### src/rtl/wb_pkg.sv
// Shared widths and the queued-write entry type for the writeback queue.
package wb_pkg;
  localparam int AW    = 3;
  localparam int DW    = 8;
  localparam int NREGS = 1 << AW;

  typedef struct packed {
    logic [AW-1:0] addr;
    logic [DW-1:0] data;
  } wb_entry_t;
endpackage

### src/rtl/wb_queue_if.sv
// Producer / register-file / decode signals of the writeback queue.
// Forwarding signals exist only when WB_FWD_EN is defined.
interface wb_queue_if;
  import wb_pkg::*;

  logic             aluValid;
  logic [AW-1:0]    aluAddr;
  logic [DW-1:0]    aluData;
  logic             memValid;
  logic [AW-1:0]    memAddr;
  logic [DW-1:0]    memData;
  logic             stall;
  logic             overflow;
  logic             regwrite;
  logic [AW-1:0]    wrAddr;
  logic [DW-1:0]    wrData;
  logic [NREGS-1:0] busy;
`ifdef WB_FWD_EN
  logic [AW-1:0]    rdAddrA, rdAddrB;
  logic             fwdHitA, fwdHitB;
  logic [DW-1:0]    fwdDataA, fwdDataB;
`endif

  modport slave (
    input  aluValid, aluAddr, aluData, memValid, memAddr, memData,
    output stall, overflow, regwrite, wrAddr, wrData, busy
`ifdef WB_FWD_EN
    , input rdAddrA, rdAddrB
    , output fwdHitA, fwdHitB, fwdDataA, fwdDataB
`endif
  );

  modport master (
    output aluValid, aluAddr, aluData, memValid, memAddr, memData,
    input  stall, overflow, regwrite, wrAddr, wrData, busy
`ifdef WB_FWD_EN
    , output rdAddrA, rdAddrB
    , input fwdHitA, fwdHitB, fwdDataA, fwdDataB
`endif
  );
endinterface

### src/rtl/wb_fifo.sv
// Circular entry store: two ordered pushes (a older than b), one pop per cycle
// whenever non-empty. Caller guarantees pushes never exceed free space.
module wb_fifo
  import wb_pkg::*;
#(
  parameter int DEPTH = 4,
  localparam int PW = $clog2(DEPTH),
  localparam int CW = PW + 1
) (
  input  logic                   clk,
  input  logic                   rst,
  input  logic                   push_a_i,
  input  wb_entry_t              entry_a_i,
  input  logic                   push_b_i,
  input  wb_entry_t              entry_b_i,
  output logic                   pop_o,
  output wb_entry_t              head_o,
  output logic [CW-1:0]          count_o
`ifdef WB_FWD_EN
  , output wb_entry_t [DEPTH-1:0] ents_o
  , output logic [PW-1:0]         head_ptr_o
`endif
);
  wb_entry_t [DEPTH-1:0] mem_q;
  logic [PW-1:0] head_q, head_d, tail_q, tail_d;
  logic [CW-1:0] count_q, count_d;

  assign pop_o   = (count_q != '0);
  assign head_o  = pop_o ? mem_q[head_q] : '0;
  assign count_o = count_q;
`ifdef WB_FWD_EN
  assign ents_o     = mem_q;
  assign head_ptr_o = head_q;
`endif

  always_comb begin
    head_d  = head_q + PW'(pop_o);
    tail_d  = tail_q + PW'(push_a_i) + PW'(push_b_i);
    count_d = count_q + CW'(push_a_i) + CW'(push_b_i) - CW'(pop_o);
  end

  always_ff @(posedge clk) begin
    if (rst) begin
      head_q  <= '0;
      tail_q  <= '0;
      count_q <= '0;
    end else begin
      head_q  <= head_d;
      tail_q  <= tail_d;
      count_q <= count_d;
    end
  end

  // b lands behind a when both push; alone it takes the tail slot.
  always_ff @(posedge clk) begin
    if (push_a_i) mem_q[tail_q] <= entry_a_i;
    if (push_b_i) mem_q[tail_q + PW'(push_a_i)] <= entry_b_i;
  end
endmodule

### src/rtl/wb_queue.sv
// Writeback queue: merges mem/ALU writes into the single register-file port,
// tracks per-register pending writes. Optional forwarding under WB_FWD_EN.
module wb_queue
  import wb_pkg::*;
#(
  parameter int DEPTH = 4,
  localparam int PW = $clog2(DEPTH),
  localparam int CW = PW + 1
) (
  input  logic       clk,
  input  logic       rst,
  wb_queue_if.slave  bus
);
  logic          pop, mem_acc, alu_acc;
  logic [CW-1:0] count;
  logic [CW:0]   avail;
  wb_entry_t     head, mem_ent, alu_ent;
  logic          overflow_q, overflow_d;
  logic [NREGS-1:0][CW-1:0] bcnt_q, bcnt_d;
`ifdef WB_FWD_EN
  wb_entry_t [DEPTH-1:0] ents;
  logic [PW-1:0] head_ptr, idx;
`endif

  assign mem_ent = '{addr: bus.memAddr, data: bus.memData};
  assign alu_ent = '{addr: bus.aluAddr, data: bus.aluData};

  // Slots free this cycle include the one the head is vacating.
  always_comb begin
    avail   = (CW+1)'(DEPTH) - {1'b0, count} + (CW+1)'(pop);
    mem_acc = bus.memValid && (avail != '0);
    alu_acc = bus.aluValid && (avail > (CW+1)'(mem_acc));
    overflow_d = overflow_q | (bus.memValid & ~mem_acc) | (bus.aluValid & ~alu_acc);
  end

  wb_fifo #(.DEPTH(DEPTH)) u_fifo (
    .clk       (clk),
    .rst       (rst),
    .push_a_i  (mem_acc),
    .entry_a_i (mem_ent),
    .push_b_i  (alu_acc),
    .entry_b_i (alu_ent),
    .pop_o     (pop),
    .head_o    (head),
    .count_o   (count)
`ifdef WB_FWD_EN
    , .ents_o     (ents)
    , .head_ptr_o (head_ptr)
`endif
  );

  assign bus.regwrite = pop && !rst;
  assign bus.wrAddr   = head.addr;
  assign bus.wrData   = head.data;
  assign bus.stall    = (count >= CW'(DEPTH - 1));
  assign bus.overflow = overflow_q;

  always_comb begin
    for (int r = 0; r < NREGS; r++) begin
      bcnt_d[r] = bcnt_q[r]
                + CW'(mem_acc && (bus.memAddr == AW'(r)))
                + CW'(alu_acc && (bus.aluAddr == AW'(r)))
                - CW'(pop && (head.addr == AW'(r)));
      bus.busy[r] = (bcnt_q[r] != '0);
    end
  end

  always_ff @(posedge clk) begin
    if (rst) begin
      overflow_q <= 1'b0;
      bcnt_q     <= '0;
    end else begin
      overflow_q <= overflow_d;
      bcnt_q     <= bcnt_d;
    end
  end

`ifdef WB_FWD_EN
  // Walk oldest to youngest so the last match wins.
  always_comb begin
    idx          = '0;
    bus.fwdHitA  = 1'b0;
    bus.fwdHitB  = 1'b0;
    bus.fwdDataA = '0;
    bus.fwdDataB = '0;
    for (int i = 0; i < DEPTH; i++) begin
      idx = head_ptr + PW'(i);
      if (CW'(i) < count) begin
        if (ents[idx].addr == bus.rdAddrA) begin
          bus.fwdHitA  = 1'b1;
          bus.fwdDataA = ents[idx].data;
        end
        if (ents[idx].addr == bus.rdAddrB) begin
          bus.fwdHitB  = 1'b1;
          bus.fwdDataB = ents[idx].data;
        end
      end
    end
  end
`endif
endmodule

### src/flat_wrapper.sv
// flat-port wrapper written by rule: the top's interface ports become plain ports
module wb_queue_flat import wb_pkg::*;
#(
  parameter int DEPTH = 4,
  localparam int PW = $clog2(DEPTH),
  localparam int CW = PW + 1
)
  (clk, rst, bus_aluValid, bus_aluAddr, bus_aluData, bus_memValid, bus_memAddr, bus_memData, bus_stall, bus_overflow, bus_regwrite, bus_wrAddr, bus_wrData, bus_busy);
  wb_queue_if bus_i ();
  input  logic clk;
  input  logic rst;
  input wire logic [$bits(bus_i.aluValid)-1:0] bus_aluValid;
  input wire logic [$bits(bus_i.aluAddr)-1:0] bus_aluAddr;
  input wire logic [$bits(bus_i.aluData)-1:0] bus_aluData;
  input wire logic [$bits(bus_i.memValid)-1:0] bus_memValid;
  input wire logic [$bits(bus_i.memAddr)-1:0] bus_memAddr;
  input wire logic [$bits(bus_i.memData)-1:0] bus_memData;
  output wire logic [$bits(bus_i.stall)-1:0] bus_stall;
  output wire logic [$bits(bus_i.overflow)-1:0] bus_overflow;
  output wire logic [$bits(bus_i.regwrite)-1:0] bus_regwrite;
  output wire logic [$bits(bus_i.wrAddr)-1:0] bus_wrAddr;
  output wire logic [$bits(bus_i.wrData)-1:0] bus_wrData;
  output wire logic [$bits(bus_i.busy)-1:0] bus_busy;
  assign bus_i.aluValid = bus_aluValid;
  assign bus_i.aluAddr = bus_aluAddr;
  assign bus_i.aluData = bus_aluData;
  assign bus_i.memValid = bus_memValid;
  assign bus_i.memAddr = bus_memAddr;
  assign bus_i.memData = bus_memData;
  assign bus_stall = bus_i.stall;
  assign bus_overflow = bus_i.overflow;
  assign bus_regwrite = bus_i.regwrite;
  assign bus_wrAddr = bus_i.wrAddr;
  assign bus_wrData = bus_i.wrData;
  assign bus_busy = bus_i.busy;
  wb_queue #(.DEPTH(DEPTH)) u_core (.clk(clk), .rst(rst), .bus(bus_i));
endmodule
### config.mk
export PLATFORM = sky130hd
export DESIGN_NAME = wb_queue_flat
export DESIGN_NICKNAME = d
export VERILOG_FILES = /design/src/rtl/wb_pkg.sv /design/src/rtl/wb_queue_if.sv /design/src/rtl/wb_fifo.sv /design/src/rtl/wb_queue.sv /design/src/flat_wrapper.sv
export SDC_FILE = /design/constraint.sdc
export NUM_CORES = 1
export LEC_CHECK = 0
export ABC_CLOCK_PERIOD_IN_PS = 8200
export CAP_MARGIN = 15
export CORE_ASPECT_RATIO = 0.8
export CORE_MARGIN = 5
export CORE_UTILIZATION = 34
export CTS_BUF_LIST = sky130_fd_sc_hd__clkbuf_16
export CTS_CLUSTER_SIZE = 10
export DETAILED_ROUTE_END_ITERATION = 10
export PLACE_DENSITY_LB_ADDON = 0.12
export REMOVE_ABC_BUFFERS = 1
export SKIP_CTS_REPAIR_TIMING = 1
export SLEW_MARGIN = 10
export SYNTH_ARGS = -nofsm -noshare
export SYNTH_HDL_FRONTEND = slang
export SYNTH_HIERARCHICAL = 1
export SYNTH_SLANG_ARGS = --single-unit
export TNS_END_PERCENT = 30
### constraint.sdc
create_clock -name clk -period 8.2 [get_ports clk]
set_input_delay 0.82 -clock clk [delete_from_list [all_inputs] [get_ports clk]]
set_output_delay 0.82 -clock clk [all_outputs]
set_load 0.005 [all_outputs]
; ---- Word level (Yosys, flattened, before mapping)
; Index checks and enable logic that the tools add are counted.
[totals]
ram_bits = 0
register_bits = 76
mem_count = 0
mem_bits_ro = 0
out_inout_bits = 22
in_bits = 26
latchBits = 0
elab_cells = 140
[classes]
add_sub_neg = 32
bitwise = 6
div_mod_pow = 0
reduce_logical = 43
shift = 0
eq_ne = 21
order_cmp = 7
n_mul = 0
n_mux = 11
[ops]
columns = operator, count
row1 = $bwmux 44, 2
row2 = $mux 44, 2
row3 = $add 3x1->3, 18
row4 = $demux 11 s2, 2
row5 = $mux 11, 4
row6 = $eq 3x3->1 const B, 12
row7 = $logic_and 1x1->1, 29
row8 = $reduce_bool 3->1, 9
row9 = $sub 3x1->3, 9
row10 = $bmux 11 s2, 1
row11 = $eq 3x2->1 const B, 6
row12 = $eq 3x1->1 const B, 3
row13 = $logic_not 3->1, 3
row14 = $lt 2x3->1 const B, 3
row15 = $add 2x1->2, 3
row16 = $add 4x1->4, 1
row17 = $ge 2x1->1 const B, 2
row18 = $gt 4x1->1, 1
row19 = $reduce_bool 4->1, 1
row20 = $sub 3x3->4 const A, 1
row21 = $ge 3x2->1 const B, 1
row22 = $and 1x1->1, 2
row23 = $not 1->1, 2
row24 = $or 1x1->1, 2
row25 = $logic_not 1->1, 1

; ---- Logic depth before layout (Yosys ltp)
; Gate-level depths: netlist (run 1).
[depth]
ltp_word = 11
mapped_depth = 23

; ---- Modules after synthesis
; The synthesis (run 1) kept the hierarchy.
[modules_own_cells]
columns = mod, area_per_inst_um2, n_inst, cells_per_inst
row1 = wb_fifo, 2588.7, 1, 313
row2 = wb_queue, 1741.7, 1, 185

; ---- Least setup slack after synthesis (run 1)
; Ideal clock, no wire load.
[synth_path]
path_kind = reg2reg
start = register u_core.u_fifo.count_q[2], in the netlist u_core/u_fifo/count_o[2]
end = register u_core.u_fifo.count_q[2], in the netlist u_core/u_fifo/count_o[2]
synth_period_minus_slack_ns = 4.936
path_buffers = 1
arrival_time_ns = 4.822
stages_incl_launch_ff = 24
setup_ns = 0.115
slack_ns = 3.264
cell_sequence = dfxtp_1 > nor3_1 > clkbuf_1 > inv_1 > inv_1 > ha_1 > inv_1 > ha_1 > and4bb_1 > o211ai_1 > and2_1 > ha_1 > nor2_1 > a211oi_4 > nor2b_1 > inv_1 > ha_1 > xnor2_1 > ha_1 > a21o_1 > fa_1 > xnor2_1 > xnor2_1 > nor2_1
[synth_between]
elab_chain_cells = 8
word_cells_on_any_way = 10
classes_between = add/sub (5) / order compare (1) / reduce/logical (4)
[synth_lines]
columns = item, line
row1 = from (decl), wb_fifo.sv:26  ; logic [CW-1:0] count_q, count_d;
row2 = from (signal assigned), wb_fifo.sv:50  ; count_q <= count_d;
row3 = $reduce_bool 3->1, wb_fifo.sv:28  ; assign pop_o = (count_q != '0);
row4 = net u_core.pop, wb_queue.sv:14  ; logic pop, mem_acc, alu_acc;
row5 = $add 4x1->4, wb_queue.sv:30  ; avail = (CW+1)'(DEPTH) - {1'b0, count} + (CW+1)'(pop);
row6 = $reduce_bool 4->1, wb_queue.sv:31  ; mem_acc = bus.memValid && (avail != '0);
row7 = $logic_and 1x1->1, wb_queue.sv:31
row8 = net u_core.mem_acc, wb_queue.sv:14
row9 = $gt 4x1->1, wb_queue.sv:32  ; alu_acc = bus.aluValid && (avail > (CW+1)'(mem_acc));
row10 = $logic_and 1x1->1, wb_queue.sv:32
row11 = net u_core.alu_acc, wb_queue.sv:14
row12 = $add 3x1->3, wb_fifo.sv:39  ; count_d = count_q + CW'(push_a_i) + CW'(push_b_i) - CW'(pop_o);
row13 = $sub 3x1->3, wb_fifo.sv:39
; The timed path passes the listed nets, and every way through them passes these cells.
; A chain may end at the register's enable or synchronous reset.

; ---- Final worst setup path (run 1)
; Ends and elaborated chain as after synthesis.

==> metrics.md, run 1 <==
| Metric | Value |
|---|---|
| Final wirelength | `approximately 12000 um` |
| Yosys top cell area share | `a little over a third` |
| Largest net degree at the start of global routing | `34` |
| CP startpoint | `u_core/u_fifo/count_o[2]$_SDFF_PP0_` |
| Worst path arrival time | `around 6300 ps` |
| Worst Path Buf+Inv | `4` |
| Final setup viols | `0` |
| Clock sink count | `76` |
| Number of global-route vias before repair | `3599` |
| Synth warnings | `6` |
| Clk pin slew, worst setup/hold paths | `~60 ps` |
| Residual DRC | `0` |
| GP Congestion | `roughly 0.76` |
| Die H | `about 110 um` |
| Slowest library cell on the worst path | `nor3_2` |
| First-pass GRT wire length | `between 15000 and 20000 um` |
| Clk root buf | `clkbuf_16` |
| Hpwl dp | `approximately 8100 um` |
| Number of antenna violations at the first check in global routing | `0` |
| Max Clock Skew | `7.53 ps` |
| I/O pin count | `48` |
| ANT cells | `0` |
| Post-synthesis cell count | `roughly 500` |
| Area leader, netlist | `dfxtp_1` |
| Netlist cell types | `41` |
| Routed Antenna Nets | `0` |
| Slew Viols, Final | `0` |
| Area delta synth->final | `21.4%` |
| Sequential element share of the synthesized area | `between 30% and 40%` |
| Drt initial violations | `186` |
| RSZ-0062 raised after global routing | `no` |
| Num rows | `36` |
| CORE AREA | `12300 um2` |
| Worst setup SP type | `register` |
| Period minus WS final | `between 6000 and 7000 ps` |
| CP delay by family, top | `simple AND/OR/NAND/NOR gates` |
| Hold Crit Start | `u_core/bus.overflow$_SDFF_PP0_` |
| Insertion delay to the later sink of the worst-skew pair | `approximately 350 ps` |
| Worst setup EP type | `register` |
| Bufs on Longest Clock Path | `2` |
| Total GRT Usage | `about 17%` |
| Synthesis-stage register bit count | `76` |
| FMAX | `~170 MHz` |
| PortBufs | `47` |
| Inserted Clock Buffers | `9` |
| Die Width | `between 100 and 150 um` |
| Avg Inst Size Synth | `approximately 8.7 um2` |
| Status | `completed` |
| Max-cap violations | `0` |
| Post-synth ARST share | `0%` |
| Hold crit path type | `register to register` |
| Final nets | `593` |
| Die area | `~15000 um2` |
| Worst slew pin tran | `1080 ps` |
| Fillers | `around 1200` |
| Critical path type | `register to register` |
| Worst ir drop on vdd | `approximately 0.17 mV` |
| Worst EP required | `between 8000 and 9000 ps` |
| Leak pwr | `2.07 nW` |
| Vias per cell | `approximately 5.1` |
| Reg-to-reg startpoint | `u_core/u_fifo/count_o[2]$_SDFF_PP0_` |
| Crit path cell chain | `nor3_2 > inv_1 > inv_1 > ha_1 > inv_1 > ha_1 > and4bb_1 > o211ai_1 > and2_1 > ha_1 > nor2_1 > a211oi_4 > nor2b_1 > inv_1 > ha_1 > xnor2_1 > ha_1 > a21o_1 > fa_1 > xnor2_1 > xnor2_1 > nor2_1` |
| Fin. Hold Viols | `0` |
| Share of cells above drive strength 1 | `roughly 7.4%` |
| Power per cell area | `441 nW/um2` |
| Routed len/inst | `~17 um` |
| Setup TNS | `0 ps` |
| CTS tree | `built` |
| Initial core utilization | `approximately a third` |
| Synthesized area | `between 4000 and 5000 um2` |
| Slew HR | `27.5%` |
| H-Tree Depth | `3` |
| Worst-path fanout max | `12` |
| Max stage delay on crit path | `~900 ps` |
| Fin crit share | `between 70 and 80%` |
| Top cells by area, synth | `dfxtp_1 35%, nand2_1 8.3%, fa_1 7.9%, a31oi_1 6.4%, mux4_2 5.7%` |
| Pwr Total | `~2.3 mW` |
| Number of synthesized flops with an enable pin | `0` |
| Primary FF master, synth | `dfxtp_1` |
| Worst path most repeated cell | `ha_1` |
| Total grt overflow | `0` |
| DR pass1 iterations | `5` |
| Via count | `3603` |
==> cell type report <==
class                           instances  area [um2]  share of cell area (%)
Clock buffer                            9         225                    4.28
Clock inverter                          7        92.6                    1.76
Inverter                               33         124                    2.36
Multi-Input combinational cell        363        2580                    49.0
Sequential cell                        76        1520                    28.9
Tap cell                              171         214                    4.07
Timing Repair Buffer                   51         504                    9.59
==> worst reg2reg max path, stage by stage (launching register included) <==
cell	delay, ps
dfxtp_1	390
nor3_2	910
inv_1	300
inv_1	170
ha_1	180
inv_1	50
ha_1	210
and4bb_1	230
o211ai_1	490
and2_1	420
ha_1	300
nor2_1	180
a211oi_4	100
nor2b_1	340
inv_1	110
ha_1	320
xnor2_1	130
ha_1	190
a21o_1	160
fa_1	370
xnor2_1	170
xnor2_1	140
nor2_1	50
==> through the flow <==
step | cell area, um2 | hold slack, ps | setup slack (ps) | utilization [%] | std cells
floorplan | 4210 | 436 | 3010 | - | 472
global placement | 4930 | 442 | 2390 | 39.9 | 693
detailed placement | 4930 | 442 | 2170 | 39.9 | 693
CTS | 5250 | 457 | 2170 | 42.5 | 709
global route | 5260 | 491 | 1630 | 42.6 | 710
finish | 5260 | 451 | 2170 | 42.6 | 710
==> registers in the layout, summed over array words and instances (netlist names) <==
signal and count:
u_core/u_fifo/mem_q 44, u_core/bcnt_q 24, u_core/u_fifo/count_o 3, u_core/u_fifo/head_q 2, u_core/u_fifo/tail_q 2, u_core/bus.overflow 1
==> cells by family after synthesis <==
| logic type | synth area share (%) |
|---|---|
| simple gates | 28.0 |
| flops | 35.1 |
| buf+inv | 5.58 |
| compound gates | 8.06 |
| fa+ha+maj | 12.5 |
| xor+xnor | 5.00 |
| mux | 5.72 |
==> layer usage <==
layer  vias up  share of wire, %  track usage [%]
li1       1769                 -                -
met1      1724                49             23.7
met2        97                44             25.4
met3        13               5.1             4.54
met4         0               1.4             5.91
met5         -                 0                0
==> synthesized netlist by cell type (2+ instances only) <==
master	n
ha_1	16
nor4b_1	4
nor2_1	23
nand2b_1	6
and3b_1	2
nand3_1	6
or3_1	8
buf_4	3
dfxtp_1	76
a31oi_1	44
xnor2_1	21
inv_1	33
clkbuf_1	16
nor4_1	3
buf_2	7
nor3b_1	2
nor3_1	47
fa_1	17
mux4_2	11
or2_2	2
nand3b_1	5
nor2b_1	32
nand2_1	96
==> cell usage in the layout (no fill, tap or decap), types with 2 or more instances in the layout <==
master / n
ha_1: 16
buf_4: 3
clkdlybuf4s50_1: 47
a31oi_1: 44
or3_1: 8
nor2b_1: 32
xnor2_1: 21
clkbuf_16: 9
nor4b_1: 4
nor4_1: 3
nor3_1: 46
mux4_2: 11
or2_2: 2
clkinvlp_4: 2
dfxtp_1: 76
and3b_1: 2
nor2_1: 23
nand2_1: 96
inv_1: 34
nand3b_1: 5
nand3_1: 6
fa_1: 17
nand2b_1: 6
bufinv_16: 2
==> worst paths after layout <==
| kind | to | slack, ps | cells past startpoint |
|---|---|---|---|
| worst max-delay path | u_core/u_fifo/count_o[2]$_SDFF_PP0_ | 2170 | 22 |
| worst min-delay path | u_core/bus.overflow$_SDFF_PP0_ | 450 | 2 |
| worst max register to register | u_core/u_fifo/count_o[2]$_SDFF_PP0_ | 2170 | 22 |
| worst min register to register | u_core/bus.overflow$_SDFF_PP0_ | 450 | 2 |
==> report_power, final <==
group,switching [mW],leakage [nW],internal [mW],total (mW)
Combinational,0.608,1.29,0.604,1.21
Clock,0.164,0.153,0.265,0.430
Sequential,0.132,0.634,0.548,0.680
Total,0.904,2.07,1.42,2.32
Note: power is estimated with default switching activity, not from simulation.
==> inputs of run 2 (changes only) <==
- ABC_CLOCK_PERIOD_IN_PS: 8200 -> 6000
- clock period: 8.2 -> 6 ns (I/O delays scaled with it)
==> metrics.md, run 2 (synthesis results as in run 1) <==
| Metric | Value |
|---|---|
| Status | `completed` |
| Worst path arrival time | `5710 ps (-540 ps)` |
| Fin crit share | `91.6% (+18 points)` |
| Via count | `3649 (+1.3%)` |
| Initial core utilization | `35.1% (unchanged)` |
| Insertion delay to the later sink of the worst-skew pair | `340 ps (about the same)` |
| CTS tree | `built` |
| Total grt overflow | `0 (unchanged)` |
| Worst slew pin tran | `975 ps (-107 ps)` |
| Vias per cell | `5.13 (+1.1%)` |
| ANT cells | `0 (unchanged)` |
| Hold Slack | `450 ps (-1.22 ps)` |
| Clk root buf | `clkbuf_16` |
| CORE AREA | `12300 um2 (unchanged)` |
| Slowest library cell on the worst path | `o211ai_1` |
| Worst path most repeated cell | `ha_1` |
| Share of cells above drive strength 1 | `7.41% (-0.014 points)` |
| Largest net degree at the start of global routing | `34 (unchanged)` |
| Worst reg2reg path depth | `23 (+4.5%)` |
| Crit path cell chain | `nor3_2 > buf_4 > inv_1 > inv_1 > ha_1 > inv_1 > ha_1 > and4bb_1 > o211ai_1 > and2_1 > ha_1 > nor2_1 > a211oi_4 > nor2b_1 > inv_1 > ha_1 > xnor2_1 > ha_1 > a21o_1 > fa_1 > xnor2_1 > xnor2_1 > nor2_1` |
| RSZ-0062 raised after global routing | `no` |
| Worst EP required | `6220 ps (-2200 ps)` |
| Max reg flops | `44 (unchanged)` |
| Die area | `15100 um2 (unchanged)` |
| Final setup viols | `0 (unchanged)` |
| Max Clock Skew | `3.89 ps (-3.64 ps)` |
| Die H | `111 um (unchanged)` |
| PortBufs | `47 (unchanged)` |
| Worst-path fanout max | `12 (unchanged)` |
| Max-cap violations | `0 (unchanged)` |
| Clock sink count | `76 (unchanged)` |
| Bufs on Longest Clock Path | `2 (unchanged)` |
| Fin. Hold Viols | `0 (unchanged)` |
| Hold crit path type | `register to register` |
| Clk pin slew, worst setup/hold paths | `60 ps (about the same)` |
| GP Congestion | `0.814 (+6.6%)` |
| Slew HR | `34.9% (+7.4 points)` |
| H-Tree Depth | `3 (unchanged)` |
| Drt initial violations | `190 (+2.2%)` |
| Residual DRC | `0 (unchanged)` |
| Worst setup EP type | `register` |
| Reg-to-reg slack, setup | `500 ps (-1670 ps)` |
| Hold path depth | `2 (unchanged)` |
| Most frequent cells in the layout | `96 x nand2_1, 76 x dfxtp_1, 47 x clkdlybuf4s50_1` |
| Routed Antenna Nets | `0 (unchanged)` |
| Pwr Total | `3.13 mW (+35%)` |
| Period minus WS final | `5500 ps (-530 ps)` |
| Max stage delay on crit path | `510 ps (-400 ps)` |
| Worst setup SP type | `register` |
| Worst ir drop on vdd | `0.194 mV (+17%)` |
| I/O pin count | `48 (unchanged)` |
| Num rows | `36 (unchanged)` |
| Number of antenna violations at the first check in global routing | `0 (unchanged)` |
| Most flop-heavy register | `u_core/u_fifo/mem_q` |
| Hpwl dp | `8160 um (+0.46%)` |
| FMAX | `182 MHz (+9.6%)` |
| Setup TNS | `0 ps (unchanged)` |
| Final nets | `594 (+0.17%)` |
| Leak pwr | `2.07 nW (about the same)` |
| Die Width | `136 um (unchanged)` |
| Inserted Clock Buffers | `9 (unchanged)` |
| Total GRT Usage | `17.1% (+0.022 points)` |
| Area delta synth->final | `20.9%` |
| Critical path type | `register to register` |
| Routed len/inst | `17.2 um (+0.78%)` |
| First-pass GRT wire length | `20100 um (+1.7%)` |
| Number of global-route vias before repair | `3694 (+2.6%)` |
| Power per cell area | `598 nW/um2 (+35%)` |
| Final wirelength | `12200 um (+0.93%)` |
| Commonest non-fill, non-tap cell in the layout | `nand2_1` |
| Slew Viols, Final | `0 (unchanged)` |
| DR pass1 iterations | `4 (-1)` |
==> run 2: final timing paths <==
path                                             from                             endpoint
setup / recovery  u_core/u_fifo/count_o[2]$_SDFF_PP0_  u_core/u_fifo/count_o[2]$_SDFF_PP0_
hold / removal         u_core/bus.overflow$_SDFF_PP0_       u_core/bus.overflow$_SDFF_PP0_
hold reg to reg        u_core/bus.overflow$_SDFF_PP0_       u_core/bus.overflow$_SDFF_PP0_
setup reg to reg  u_core/u_fifo/count_o[2]$_SDFF_PP0_  u_core/u_fifo/count_o[2]$_SDFF_PP0_
==> run 2: metrics by stage <==
stage / std cells / util [%] / setup slack (ps) / instance area (um2)
final: 711 / 42.4 / 502 / 5240
after global routing: 711 / 42.4 / 64.0 / 5240
after CTS: 711 / 42.4 / 552 / 5240
after detailed placement: 695 / 40.1 / 561 / 4950
after global placement: 694 / 40.0 / 833 / 4940
after floorplan: 472 / - / 810 / 4210
==> run 2: critical path: cells and delay by family, from the launching register on <==
family	cells	cell delay (ps)
fa+ha+maj	6	1580
simple gates	6	1510
compound gates	3	780
buf+inv	5	680
xor+xnor	3	440
flops	1	390
==> run 2: area by class of cell <==
cell class	count	area, um2
Clock buffer	9	225
Clock inverter	7	60.1
Multi-Input combinational cell	363	2580
Timing Repair Buffer	52	515
Sequential cell	76	1520
Tap cell	171	214
Inverter	33	124
Fill cell	1235	7100
==> run 2: routing by layer <==
metal | global-route usage [%] | wire, um
met4 | 4.97 | 122
met5 | 0 | 0
met3 | 4.17 | 737
met2 | 26.0 | 5450
met1 | 23.9 | 5910
==> run 2: power by group <==
part / switching (mW) / internal [mW]
clock network: 0.213 / 0.317
registers: 0.179 / 0.749
logic: 0.840 / 0.833
